**src/rtl/riscv_pkg.sv**
```systemverilog
// Shared definitions for the instruction-fetch front end.
//   XLEN          address / instruction width
//   INSTR_NOP     canonical RISC-V nop (addi x0, x0, 0)
//   PC_STEP       byte distance between consecutive instruction words
//   fetch_entry_t one prefetch buffer entry: {pc, instr}
//   align_pc      clears the two low address bits (word alignment)
package riscv_pkg;

  localparam int XLEN = 32;

  localparam logic [XLEN-1:0] INSTR_NOP = 32'h0000_0013;
  localparam logic [XLEN-1:0] PC_STEP   = 32'd4;

  typedef struct packed {
    logic [XLEN-1:0] pc;
    logic [XLEN-1:0] instr;
  } fetch_entry_t;

  function automatic logic [XLEN-1:0] align_pc(input logic [XLEN-1:0] pc);
    return {pc[XLEN-1:2], 2'b00};
  endfunction

endpackage

```
**src/rtl/riscv_fetch_fifo.sv**
```systemverilog
// Prefetch buffer: synchronous FIFO of fetch_entry_t.
//   clk, rst_n  clock, synchronous active-low reset (clears storage too,
//               so head reads as zero straight after reset)
//   push        write push_entry at the tail
//   push_entry  entry to write
//   pop         drop the head entry (ignored while empty)
//   flush       discard all entries; overrides push and pop
//   count       number of valid entries, 0..DEPTH
//   empty       count == 0
//   head        oldest entry (combinational read)
module riscv_fetch_fifo
  import riscv_pkg::*;
#(
  parameter int DEPTH = 4,
  localparam int AW = $clog2(DEPTH)
) (
  input  logic         clk,
  input  logic         rst_n,
  input  logic         push,
  input  fetch_entry_t push_entry,
  input  logic         pop,
  input  logic         flush,
  output logic [AW:0]  count,
  output logic         empty,
  output fetch_entry_t head
);

  // Pointers carry one extra wrap bit so full and empty are distinguishable.
  logic [AW:0]  wr_ptr;
  logic [AW:0]  rd_ptr;
  fetch_entry_t mem [DEPTH];
  logic         do_push;
  logic         do_pop;

  assign count   = wr_ptr - rd_ptr;
  assign empty   = (count == '0);
  assign head    = mem[rd_ptr[AW-1:0]];
  assign do_push = push && !flush;
  assign do_pop  = pop && !flush && !empty;

  always_ff @(posedge clk) begin
    if (!rst_n) begin
      wr_ptr <= '0;
      rd_ptr <= '0;
      for (int i = 0; i < DEPTH; i++) mem[i] <= '0;
    end else if (flush) begin
      wr_ptr <= '0;
      rd_ptr <= '0;
    end else begin
      // At full, a simultaneous push overwrites the slot being popped,
      // which is safe because the head is consumed in this same cycle.
      if (do_push) begin
        mem[wr_ptr[AW-1:0]] <= push_entry;
        wr_ptr              <= wr_ptr + 1'b1;
      end
      if (do_pop) rd_ptr <= rd_ptr + 1'b1;
    end
  end

  always_ff @(posedge clk) begin
    if (rst_n) begin
      assert (!(do_push && !do_pop && count == (AW+1)'(DEPTH)))
        else $error("riscv_fetch_fifo: push into full buffer");
    end
  end

endmodule

```
**src/rtl/riscv_ifetch.sv**
```systemverilog
// Instruction-fetch front end feeding decode.
// Issues word-aligned IMEM reads, buffers in-order responses in a prefetch
// FIFO and presents {pc, instr} to decode over valid/ready. A redirect
// flushes the buffer and discards every response still in flight.
//   clk, rst_n      clock, synchronous active-low reset
//   imem_req_*      request channel (valid/ready, byte address)
//   imem_rsp_*      in-order response channel (no backpressure)
//   redirect_*      flush and restart fetch at redirect_pc
//   dec_*           decode channel (valid/ready, pc, instr)
module riscv_ifetch
  import riscv_pkg::*;
#(
  parameter logic [XLEN-1:0] RESET_PC   = 32'h0000_0000,
  parameter int              FIFO_DEPTH = 4
) (
  input  logic            clk,
  input  logic            rst_n,
  output logic            imem_req_valid,
  input  logic            imem_req_ready,
  output logic [XLEN-1:0] imem_req_addr,
  input  logic            imem_rsp_valid,
  input  logic [XLEN-1:0] imem_rsp_data,
  input  logic            redirect_valid,
  input  logic [XLEN-1:0] redirect_pc,
  output logic            dec_valid,
  input  logic            dec_ready,
  output logic [XLEN-1:0] dec_pc,
  output logic [XLEN-1:0] dec_instr
);

  localparam int CW = $clog2(FIFO_DEPTH) + 1;

  logic [XLEN-1:0] fetch_pc;
  logic [XLEN-1:0] rsp_pc;
  logic [CW-1:0]   outstanding;
  logic [CW-1:0]   drop_cnt;
  logic [CW-1:0]   fifo_count;
  logic [CW:0]     committed;
  logic            active;
  logic            fifo_empty;
  logic            req_fire;
  logic            rsp_live;
  logic            rsp_accept;
  logic            pop;
  fetch_entry_t    push_entry;
  fetch_entry_t    head;

  // Buffered entries plus in-flight requests never exceed the buffer size,
  // so every response has a slot reserved and overflow is impossible.
  assign committed      = {1'b0, fifo_count} + {1'b0, outstanding};
  // active keeps the request channel quiet during the first cycle after reset.
  assign imem_req_valid = active && !redirect_valid &&
                          (committed < (CW+1)'(FIFO_DEPTH));
  assign imem_req_addr  = fetch_pc;
  assign req_fire       = imem_req_valid && imem_req_ready;

  // A response with nothing outstanding is stray and ignored entirely.
  assign rsp_live   = imem_rsp_valid && (outstanding != '0);
  assign rsp_accept = rsp_live && (drop_cnt == '0) && !redirect_valid;

  assign push_entry.pc    = rsp_pc;
  assign push_entry.instr = imem_rsp_data;

  assign dec_valid = !fifo_empty && !redirect_valid;
  assign pop       = dec_valid && dec_ready;
  assign dec_pc    = head.pc;
  assign dec_instr = head.instr;

  riscv_fetch_fifo #(.DEPTH(FIFO_DEPTH)) u_fifo (
    .clk        (clk),
    .rst_n      (rst_n),
    .push       (rsp_accept),
    .push_entry (push_entry),
    .pop        (pop),
    .flush      (redirect_valid),
    .count      (fifo_count),
    .empty      (fifo_empty),
    .head       (head)
  );

  always_ff @(posedge clk) begin
    if (!rst_n) begin
      fetch_pc    <= RESET_PC;
      rsp_pc      <= RESET_PC;
      outstanding <= '0;
      drop_cnt    <= '0;
      active      <= 1'b0;
    end else begin
      active <= 1'b1;

      if (req_fire && !rsp_live)      outstanding <= outstanding + 1'b1;
      else if (!req_fire && rsp_live) outstanding <= outstanding - 1'b1;

      if (redirect_valid) begin
        // No request issues in this cycle, so everything still in flight
        // after this edge is stale and must be discarded.
        fetch_pc <= align_pc(redirect_pc);
        rsp_pc   <= align_pc(redirect_pc);
        drop_cnt <= outstanding - CW'(rsp_live);
      end else begin
        if (req_fire) fetch_pc <= fetch_pc + PC_STEP;
        if (rsp_live) begin
          if (drop_cnt != '0) drop_cnt <= drop_cnt - 1'b1;
          else                rsp_pc   <= rsp_pc + PC_STEP;
        end
      end
    end
  end

  always_ff @(posedge clk) begin
    if (rst_n) begin
      assert (!(imem_rsp_valid && outstanding == '0))
        else $error("riscv_ifetch: response with no request outstanding");
    end
  end

endmodule

```
**config.mk**
```make
export PLATFORM = sky130hd
export DESIGN_NAME = riscv_ifetch
export DESIGN_NICKNAME = d
export VERILOG_FILES = /design/src/rtl/riscv_pkg.sv /design/src/rtl/riscv_fetch_fifo.sv /design/src/rtl/riscv_ifetch.sv
export SDC_FILE = /design/constraint.sdc
export NUM_CORES = 1
export LEC_CHECK = 0
export ABC_AREA = 1
export BUFFER_PORTS_ARGS = -buffer_cell sky130_fd_sc_hd__buf_4
export CAP_MARGIN = 20
export CORE_ASPECT_RATIO = 0.8
export CORE_UTILIZATION = 60
export DETAILED_ROUTE_END_ITERATION = 8
export PLACE_DENSITY_LB_ADDON = 0.05
export RECOVER_POWER = 50
export SLEW_MARGIN = 5
export SYNTH_ARGS = -nofsm -noshare
export SYNTH_HDL_FRONTEND = slang
export SYNTH_SLANG_ARGS = --single-unit
```
**constraint.sdc**
```tcl
create_clock -name clk -period 20 [get_ports clk]
set_input_delay 2 -clock clk [delete_from_list [all_inputs] [get_ports clk]]
set_output_delay 2 -clock clk [all_outputs]
set_load 0.02 [all_outputs]
```
==> results of run 1 <==
-- stage by stage --
step / instances / util / setup slack [ps] / power (mW)
finish: 2242 / 0.698 / 10670 / 1.62
global route: 2242 / 0.698 / 10230 / 1.67
CTS: 2241 / 0.705 / 14830 / 1.62
detailed placement: 2185 / 0.665 / 14840 / 1.03
global placement: 2185 / 0.665 / 14840 / 1.03
floorplan: 1786 / - / 12430 / 0.948
-- metal layers --
metal	vias to the layer above	wire length, µm	track usage
li1	6219	-	-
met1	6102	17200	0.442
met2	579	18700	0.485
met3	62	3630	0.0349
met4	0	847	0.0752
met5	-	0	0
-- worst paths after layout --
path | from | end | slack (ps) | depth (start not counted)
max reg2reg | drop_cnt[0] | u_fifo.mem[2][34] | 13350 | 10
min reg2reg | u_fifo.wr_ptr[0] | u_fifo.wr_ptr[0] | 510 | 2
max | redirect_valid | u_fifo.mem[2][34] | 10670 | 7
min | u_fifo.wr_ptr[0] | u_fifo.wr_ptr[0] | 510 | 2
-- sequential cells by signal, summed over array words and instances (netlist names), named ones only --
signal         count
active             1
drop_cnt           3
imem_req_addr     30
outstanding        3
rsp_pc            30
u_fifo.mem       248
u_fifo.rd_ptr      3
u_fifo.wr_ptr      3
-- cells by family (layout without fill, tap and decap cells) --
group	Yosys count	in the layout	share of synthesized area
AOI/OAI and AO/OA	332	332	0.114
xor gates and xnor gates	10	10	0.00563
adders and majority gates	14	14	0.0122
buffers and inverters	259	391	0.0697
DFF	323	323	0.575
other	1	4	0.000241
and+or+nand+nor	844	844	0.223
-- cell usage in the layout (no fill, tap or decap), types with 5 or more instances in the layout --
cell type  Yosys  layout
ha_1          12      12
buf_4          5     138
a21oi_1       64      64
dfxtp_1       75      73
clkbuf_1      57      44
nor3_1        71      71
inv_1        151     153
nand2_1      255     254
clkinv_2       0       6
bufinv_16      0       5
xor2_1         7       7
o21ai_0      193     192
nand4_1        9      10
nor2_1       409     412
edfxtp_1     248     248
clkinv_1       1       8
nand3_1       82      82
clkbuf_16      0      31
o22ai_1       63      63
-- worst max-delay path: stages --
cell and delay, ps:
clkbuf_1 1640, nor2_1 370, clkbuf_1 550, nand4_4 250
clkbuf_1 2510, nand2_1 1350, buf_4 740
-- final cells by class --
class	count	area share
clock inverter	19	0.0125
sequential	323	0.505
inverter	158	0.0336
multi-input combinational	1204	0.313
timing repair buffer	177	0.0667
clock buffer	37	0.0456
tap	324	0.0229
-- power breakdown --
part / total, mW / switching (mW) / internal [mW]
Combinational: 0.228 / 0.157 / 0.0708
Sequential: 0.789 / 0.0244 / 0.765
Clock: 0.601 / 0.250 / 0.351
Total: 1.62 / 0.432 / 1.19
==> impl_metrics.ini, run 1 <==
[layout]
final_nets = 1979
fillers = 2085
multi_input_area_um2 = 5550
antennaDiodeCount = 0
area_delta_synth_final_pct = 13.9
fin_area_um2 = 17700
drive_gt1_frac = 0.105
final-seq-area_um2 = 8950

[clocking]
clock-sinks = 323
ctsHoldBuffers = 0
cts_buffers = 31
cts_resized = 0
clk_pin_slew_worst_paths_ps = 60
cts_setup_buffers = 0
cts_buffer_depth = 3
root_buffer = clkbuf_16
htreeDepth = 1
cts_tree = built
insertion_delay_ps = 560

[yosys]
synthFlopType = edfxtp_1
ys_warn_count = 0
synth_commonest_cells = nor2_1, nand2_1, edfxtp_1
synth_area_um2 = 15600
yosys.area.top_type_share = 0.479
avgSynthCellArea_um2 = 8.73
async_flop_share = 0
seq_area_frac_synth = 0.575
yosys.area.top_type = edfxtp_1
yosysMostFrequentCell = nor2_1
synth_seq_cells = 323
synthCells = 1783
synthDistinctLibCells = 40
synth-edff-count = 248
synth_area_leaders = edfxtp_1, nor2_1, dfxtp_1, o21ai_0, nand2_1

[flow_run]
drv_cap = 7

[timing]
hold_violations = 0
rsz0062_at_grt = no
fin_setup_tns_ps = 0
slew_viol_final = 344
fin_crit_sh = 0.467
worst_pin_slew_ps = 4260
max_freq_mhz = 107
fin_hold_ws_ps = 509
setup_violations = 0
skew_ps = 17.7
period_needed_ps = 9330
slew_headroom = -1.84

[placed_design]
gp_congestion = 0.950
dp_hpwl_um = 24000
io_buffers = 161
place_area_um2 = 16900

[pwr]
power_density_nw_per_um2 = 91.4
leakage_nw = 6.98
ir_worst_vdd_mv = 0.0714

[worst_setup_path]
cp_data_required_time_ps = 20200
critPathKind = in2reg
cp_max_fo = 63
arrival_ps = 9530
cp-start-kind = primary input
end_kind = flip-flop

[global_route]
grt_pass1_vias = 12137
antenna_found_initial = 0
grt_overflow = 0
grtUsageTotal = 0.302
grt_max_degree = 103
grt_pass1_wl_um = 63300

[min_path]
hold_class = reg2reg

[detailed_routing]
num_vias = 12962
via_per_inst = 5.78
dr.pass1.iters = 6
drc_errors = 0
wirelength_um = 40400
ant_nets = 0
first_iter_violations = 1296
wire_per_inst_um = 18.0

[floorplanning]
placementRows = 52
fp.dieH_um = 146
die_area_um2 = 26600
ios = 168
die_x_um = 182
initial_core_util = 0.613
coreArea_um2 = 25400

[run_status]
outcome = complete, but fails checks
failed_checks = capacitance limit, slew limit
Note: power is estimated with default switching activity, not from simulation.
==> run 2, diff against run 1 <==
--- a/config.mk
+++ b/config.mk
@@ -5,11 +5,11 @@
 export SDC_FILE = /design/constraint.sdc
 export NUM_CORES = 1
 export LEC_CHECK = 0
-export ABC_AREA = 1
+export ABC_AREA = 0
 export BUFFER_PORTS_ARGS = -buffer_cell sky130_fd_sc_hd__buf_4
 export CAP_MARGIN = 20
 export CORE_ASPECT_RATIO = 0.8
-export CORE_UTILIZATION = 60
+export CORE_UTILIZATION = 53
 export DETAILED_ROUTE_END_ITERATION = 8
 export PLACE_DENSITY_LB_ADDON = 0.05
 export RECOVER_POWER = 50
==> constraint.sdc (replaced) <==
create_clock -name clk -period 7.5 [get_ports clk]
set_input_delay 0.75 -clock clk [delete_from_list [all_inputs] [get_ports clk]]
set_output_delay 0.75 -clock clk [all_outputs]
set_load 0.02 [all_outputs]
==> run 2 against run 1 <==
The flow still finishes with violations (capacitance limit, slew limit). Global-route usage down 6.8 points. Area after synthesis down 5.9%. Synthesized cell count down 39%. Power rose to 2.6 times the previous value. Via count down 30%. Final cell count down 28%. Count of clock-buffer cells in the layout up 13. Die area up 6.4%. Flip-flop and latch count unchanged. Non-clock buffer count up 1. Largest cell class unchanged.
==> impl_metrics.ini, run 2 <==
[layout]
final_nets = 1315
top_register = u_fifo.mem
final_common_cell = edfxtp_1
layout_common_cells = edfxtp_1, buf_4, and2_1, dfxtp_1, mux4_2
fillers = 2119
largest_register_ffs = 248
area_delta_synth_final_pct = 16.8
drive_gt1_frac = 0.207
antennaDiodeCount = 0

[worst_setup_path]
cp_max_fo = 62
r2r_start = u_fifo.wr_ptr[0]
crit_family = buffers and inverters
cp_data_required_time_ps = 6750
crit_slowest_cell = clkbuf_1
critPathMaxStageDelay_ps = 2780
end_kind = output pin
arrival_ps = 4670
path_cells = clkbuf_1 -> mux4_2 -> clkbuf_1
cp-start-kind = flip-flop
critPathKind = reg2out
crit_buf_inv = 2
crit_top_cell = clkbuf_1

[global_route]
grt_overflow = 0
grt_pass1_vias = 8966
grt_pass1_wl_um = 50900
antenna_found_initial = 0
grt_max_degree = 90
grtUsageTotal = 0.234

[yosys]
synthDistinctLibCells = 52
ys_warn_count = 0
synth_commonest_cells = edfxtp_1, and2_1, dfxtp_1
seq_area_frac_synth = 0.611
yosys.area.top_type_share = 0.509
avgSynthCellArea_um2 = 13.4
synthCells = 1089
synth_seq_cells = 323
yosysMostFrequentCell = edfxtp_1
synth_area_um2 = 14600
synth_area_leaders = edfxtp_1, dfxtp_1, mux4_2, and2_1, xnor2_1
synth-edff-count = 248
yosys.area.top_type = edfxtp_1
async_flop_share = 0
synthFlopType = edfxtp_1

[clocking]
cts_tree = built
cts_setup_buffers = 0
ctsHoldBuffers = 0
cts_resized = 0
clock-sinks = 323
cts_buffer_depth = 3
clk_pin_slew_worst_paths_ps = 60
insertion_delay_ps = 500
cts_buffers = 34
htreeDepth = 2
root_buffer = clkbuf_16

[timing]
slew_headroom = -1.71
rsz0062_at_grt = no
skew_ps = 8.20
worst_pin_slew_ps = 4060
max_freq_mhz = 185
fin_setup_tns_ps = 0
slew_viol_final = 334
setup_violations = 0
fin_crit_sh = 0.723
setup_ws_ps = 2080
period_needed_ps = 5420
fin_hold_ws_ps = 534
hold_violations = 0

[pwr]
ir_worst_vdd_mv = 0.127
leakage_nw = 6.20
power_density_nw_per_um2 = 248

[detailed_routing]
first_iter_violations = 630
wire_per_inst_um = 20.2
num_vias = 9098
wirelength_um = 32700
dr.pass1.iters = 5
drc_errors = 0
ant_nets = 0
via_per_inst = 5.62

[placed_design]
dp_hpwl_um = 19400
pre_cts_ws_ps = 2500
io_buffers = 161
gp_congestion = 0.798

[floorplanning]
initial_core_util = 0.538
placementRows = 54
coreArea_um2 = 27200
ios = 168
die_x_um = 188
die_area_um2 = 28300
fp.dieH_um = 151

[run_status]
outcome = complete, but fails checks
failed_checks = capacitance limit, slew limit

[min_path]
hold_class = in2reg
worstHoldStart = redirect_pc[18]

[flow_run]
drv_cap = 6
-- run 2: cell types whose count changed in the layout (fill, tap and decap cells not counted), moves of 64 or more --
cell     change
and2_1     +127
nor2_1     -386
nand3_1     -64
o21ai_0    -157
inv_1      -127
nand2_1    -219
-- run 2: worst reg2reg max path: cells and delay by family, from the launching register on --
family | cells | cell delay, ps
fa+ha+maj | 5 | 1420
simple gates | 3 | 1000
buf+inv | 4 | 980
flops | 1 | 800
xor+xnor | 3 | 570
compound gates | 1 | 160
-- run 2: per-stage QoR --
| stage | instances | area (µm²) | utilization | total power [mW] |
|---|---|---|---|---|
| 2_1_floorplan | 1092 | 14600 | - | 2.42 |
| 3_3_place_gp | 1558 | 16200 | 0.594 | 2.62 |
| 3_5_place_dp | 1558 | 16200 | 0.594 | 2.63 |
| 4_1_cts | 1619 | 17300 | 0.635 | 4.29 |
| 5_1_grt | 1620 | 17100 | 0.628 | 4.38 |
| 6_report | 1620 | 17100 | 0.628 | 4.24 |
-- run 2: layout make-up --
type | instances | area (µm²) | area share
tap | 364 | 455 | 0.0266
inverter | 28 | 105 | 0.00615
multi-input combinational | 666 | 5310 | 0.311
clock buffer | 50 | 1000 | 0.0588
sequential | 323 | 8950 | 0.524
timing repair buffer | 178 | 1170 | 0.0683
clock inverter | 11 | 101 | 0.00593
-- run 2: power breakdown --
| group | internal (mW) | switching (mW) |
|---|---|---|
| Sequential | 2.03 | 0.0718 |
| Clock | 0.997 | 0.666 |
| Combinational | 0.178 | 0.293 |
-- run 2: final timing paths --
kind | depth (start not counted) | end | slack [ps]
max | 3 | dec_pc[14] | 2080
min | 3 | imem_req_addr[18] | 530
max reg2reg | 16 | outstanding[2] | 2510
min reg2reg | 2 | flip-flop | 540
-- run 2: per-layer routing --
metal | up-vias | wire length, µm | global-route usage
li1 | 4314 | - | -
met1 | 4449 | 15100 | 0.334
met2 | 293 | 15300 | 0.381
met3 | 42 | 1840 | 0.0336
met4 | 0 | 515 | 0.0537
met5 | - | 0 | 0
-- run 2: kinds of logic after synthesis --
kind of cell | Yosys count | synth area share
AOI/OAI and AO/OA | 107 | 0.0403
xor gates and xnor gates | 65 | 0.0389
adders and majority gates | 14 | 0.0130
buffers and inverters | 103 | 0.0286
DFF | 323 | 0.611
muxes | 63 | 0.0961
other | 1 | 0.000256
and+or+nand+nor | 413 | 0.172
==> run 3, diff against run 2 <==
==> constraint.sdc (replaced) <==
create_clock -name clk -period 4.5 [get_ports clk]
set_input_delay 0.45 -clock clk [delete_from_list [all_inputs] [get_ports clk]]
set_output_delay 0.45 -clock clk [all_outputs]
set_load 0.02 [all_outputs]
==> run 3 against run 2 <==
Largest cell class unchanged. The flow still finishes with violations (capacitance limit, slew limit). Critical path depth rose by 13. Non-clock buffer count is 5 higher. Design area increased by 0.21%. Highest routed layer unchanged. Final cell count grew 0.19%.
==> impl_metrics.ini, run 3 (synthesized netlist as in run 2, its figures left out) <==
[layout]
drive_gt1_frac = 0.210
final-seq-area_um2 = 8950
antennaDiodeCount = 0
final_nets = 1320
largest_register_ffs = 248
area_delta_synth_final_pct = 17.1
final_common_cell = edfxtp_1
top_register = u_fifo.mem
multi_input_area_um2 = 5270
layout_common_cells = edfxtp_1, buf_4, and2_1, dfxtp_1, mux4_2
fillers = 2164

[detailed_routing]
wire_per_inst_um = 19.9
num_vias = 9168
wirelength_met1_um = 15300
dr.pass1.iters = 5
route.met3.wl_um = 1610
wirelength_um = 32300
via_per_inst = 5.65
routed.top_layer = met4
first_iter_violations = 555
route.met2.wl_um = 14900
ant_nets = 0
drc_errors = 0

[worst_setup_path]
arrival_ps = 4300
cp-start-kind = flip-flop
critPathKind = reg2reg
cp_data_required_time_ps = 4930
cp_max_fo = 18
end_kind = flip-flop

[run_status]
failed_checks = capacitance limit, slew limit
outcome = complete, but fails checks

[pwr]
power_density_nw_per_um2 = 415
ir_worst_vdd_mv = 0.243
leakage_nw = 6.25
report.power.total_mw = 7.12

[min_path]
hold_class = in2reg

[clocking]
cts_resized = 0
insertion_delay_ps = 510
ctsHoldBuffers = 0
clock-sinks = 323
cts_buffer_depth = 3
cts_buffers = 34
htreeDepth = 2
cts_tree = built
root_buffer = clkbuf_16
clk_pin_slew_worst_paths_ps = 60
cts_setup_buffers = 0

[global_route]
grt_overflow = 0
grt_pass1_vias = 9162
antenna_found_initial = 0
grt_pass1_wl_um = 51100
grt_max_degree = 63
grtUsageTotal = 0.234

[placed_design]
io_buffers = 161
gp_congestion = 0.826
dp_hpwl_um = 19000

[floorplanning]
placementRows = 54
die_area_um2 = 28300
initial_core_util = 0.538
die_x_um = 188
fp.dieH_um = 151
ios = 168
coreArea_um2 = 27200

[timing]
fin_setup_tns_ps = 0
slew_viol_final = 109
skew_ps = 14.6
hold_violations = 0
slew_headroom = -0.520
fin_crit_sh = 0.861
rsz0062_at_grt = no
setup_violations = 0
max_freq_mhz = 258
worst_pin_slew_ps = 2280
period_needed_ps = 3870

[flow_run]
drv_cap = 2
[run 3: final cells by class]
type                    count  share of cell area
clock inverters            12             0.00796
clock buffers              47              0.0575
multi-input cells         666               0.308
repair buffers            183              0.0716
well taps                 364              0.0266
flip-flops and latches    323               0.523
inverters                  28             0.00613
[run 3: report_power, final]
part           leakage [nW]  internal [mW]  switching [mW]
clock                 0.552           1.70            1.11
combinational          2.52          0.311           0.497
sequential             3.18           3.38           0.111
[run 3: stage by stage]
| step | hold slack [ps] | util | cells | cell area [µm²] | setup slack, ps |
|---|---|---|---|---|---|
| finish | 233 | 0.629 | 1623 | 17100 | 626 |
| global route | 230 | 0.629 | 1623 | 17100 | 314 |
| CTS | 210 | 0.639 | 1623 | 17400 | 617 |
| detailed placement | 523 | 0.598 | 1564 | 16300 | 620 |
| global placement | 523 | 0.598 | 1564 | 16300 | 722 |
| floorplan | 478 | - | 1092 | 14700 | 279 |
[run 3: path summary, 6_finish.rpt]
kind / start / to / slack (ps) / depth (start not counted)
worst max-delay path: u_fifo.rd_ptr[0] / outstanding[2] / 630 / 16
worst min-delay path: redirect_pc[18] / imem_req_addr[18] / 230 / 3
worst max register to register: u_fifo.rd_ptr[0] / outstanding[2] / 630 / 16
worst min register to register: u_fifo.rd_ptr[1] / flip-flop / 540 / 2
[run 3: per-layer routing]
| metal | global-route usage | vias up |
|---|---|---|
| li1 | - | 4343 |
| met1 | 0.340 | 4512 |
| met2 | 0.377 | 267 |
| met3 | 0.0298 | 46 |
| met4 | 0.0581 | 0 |
| met5 | 0 | - |
[run 3: worst max-delay path, stage by stage, from the launching register on]
cell,delay [ps]
dfxtp_1,370
ha_1,160
inv_1,50
fa_1,370
xor2_1,160
xnor2_1,280
ha_1,320
nor4_4,210
nand4_2,130
buf_4,210
inv_2,210
ha_1,230
inv_1,60
fa_1,370
xor2_1,160
or3_1,310
a21boi_0,180
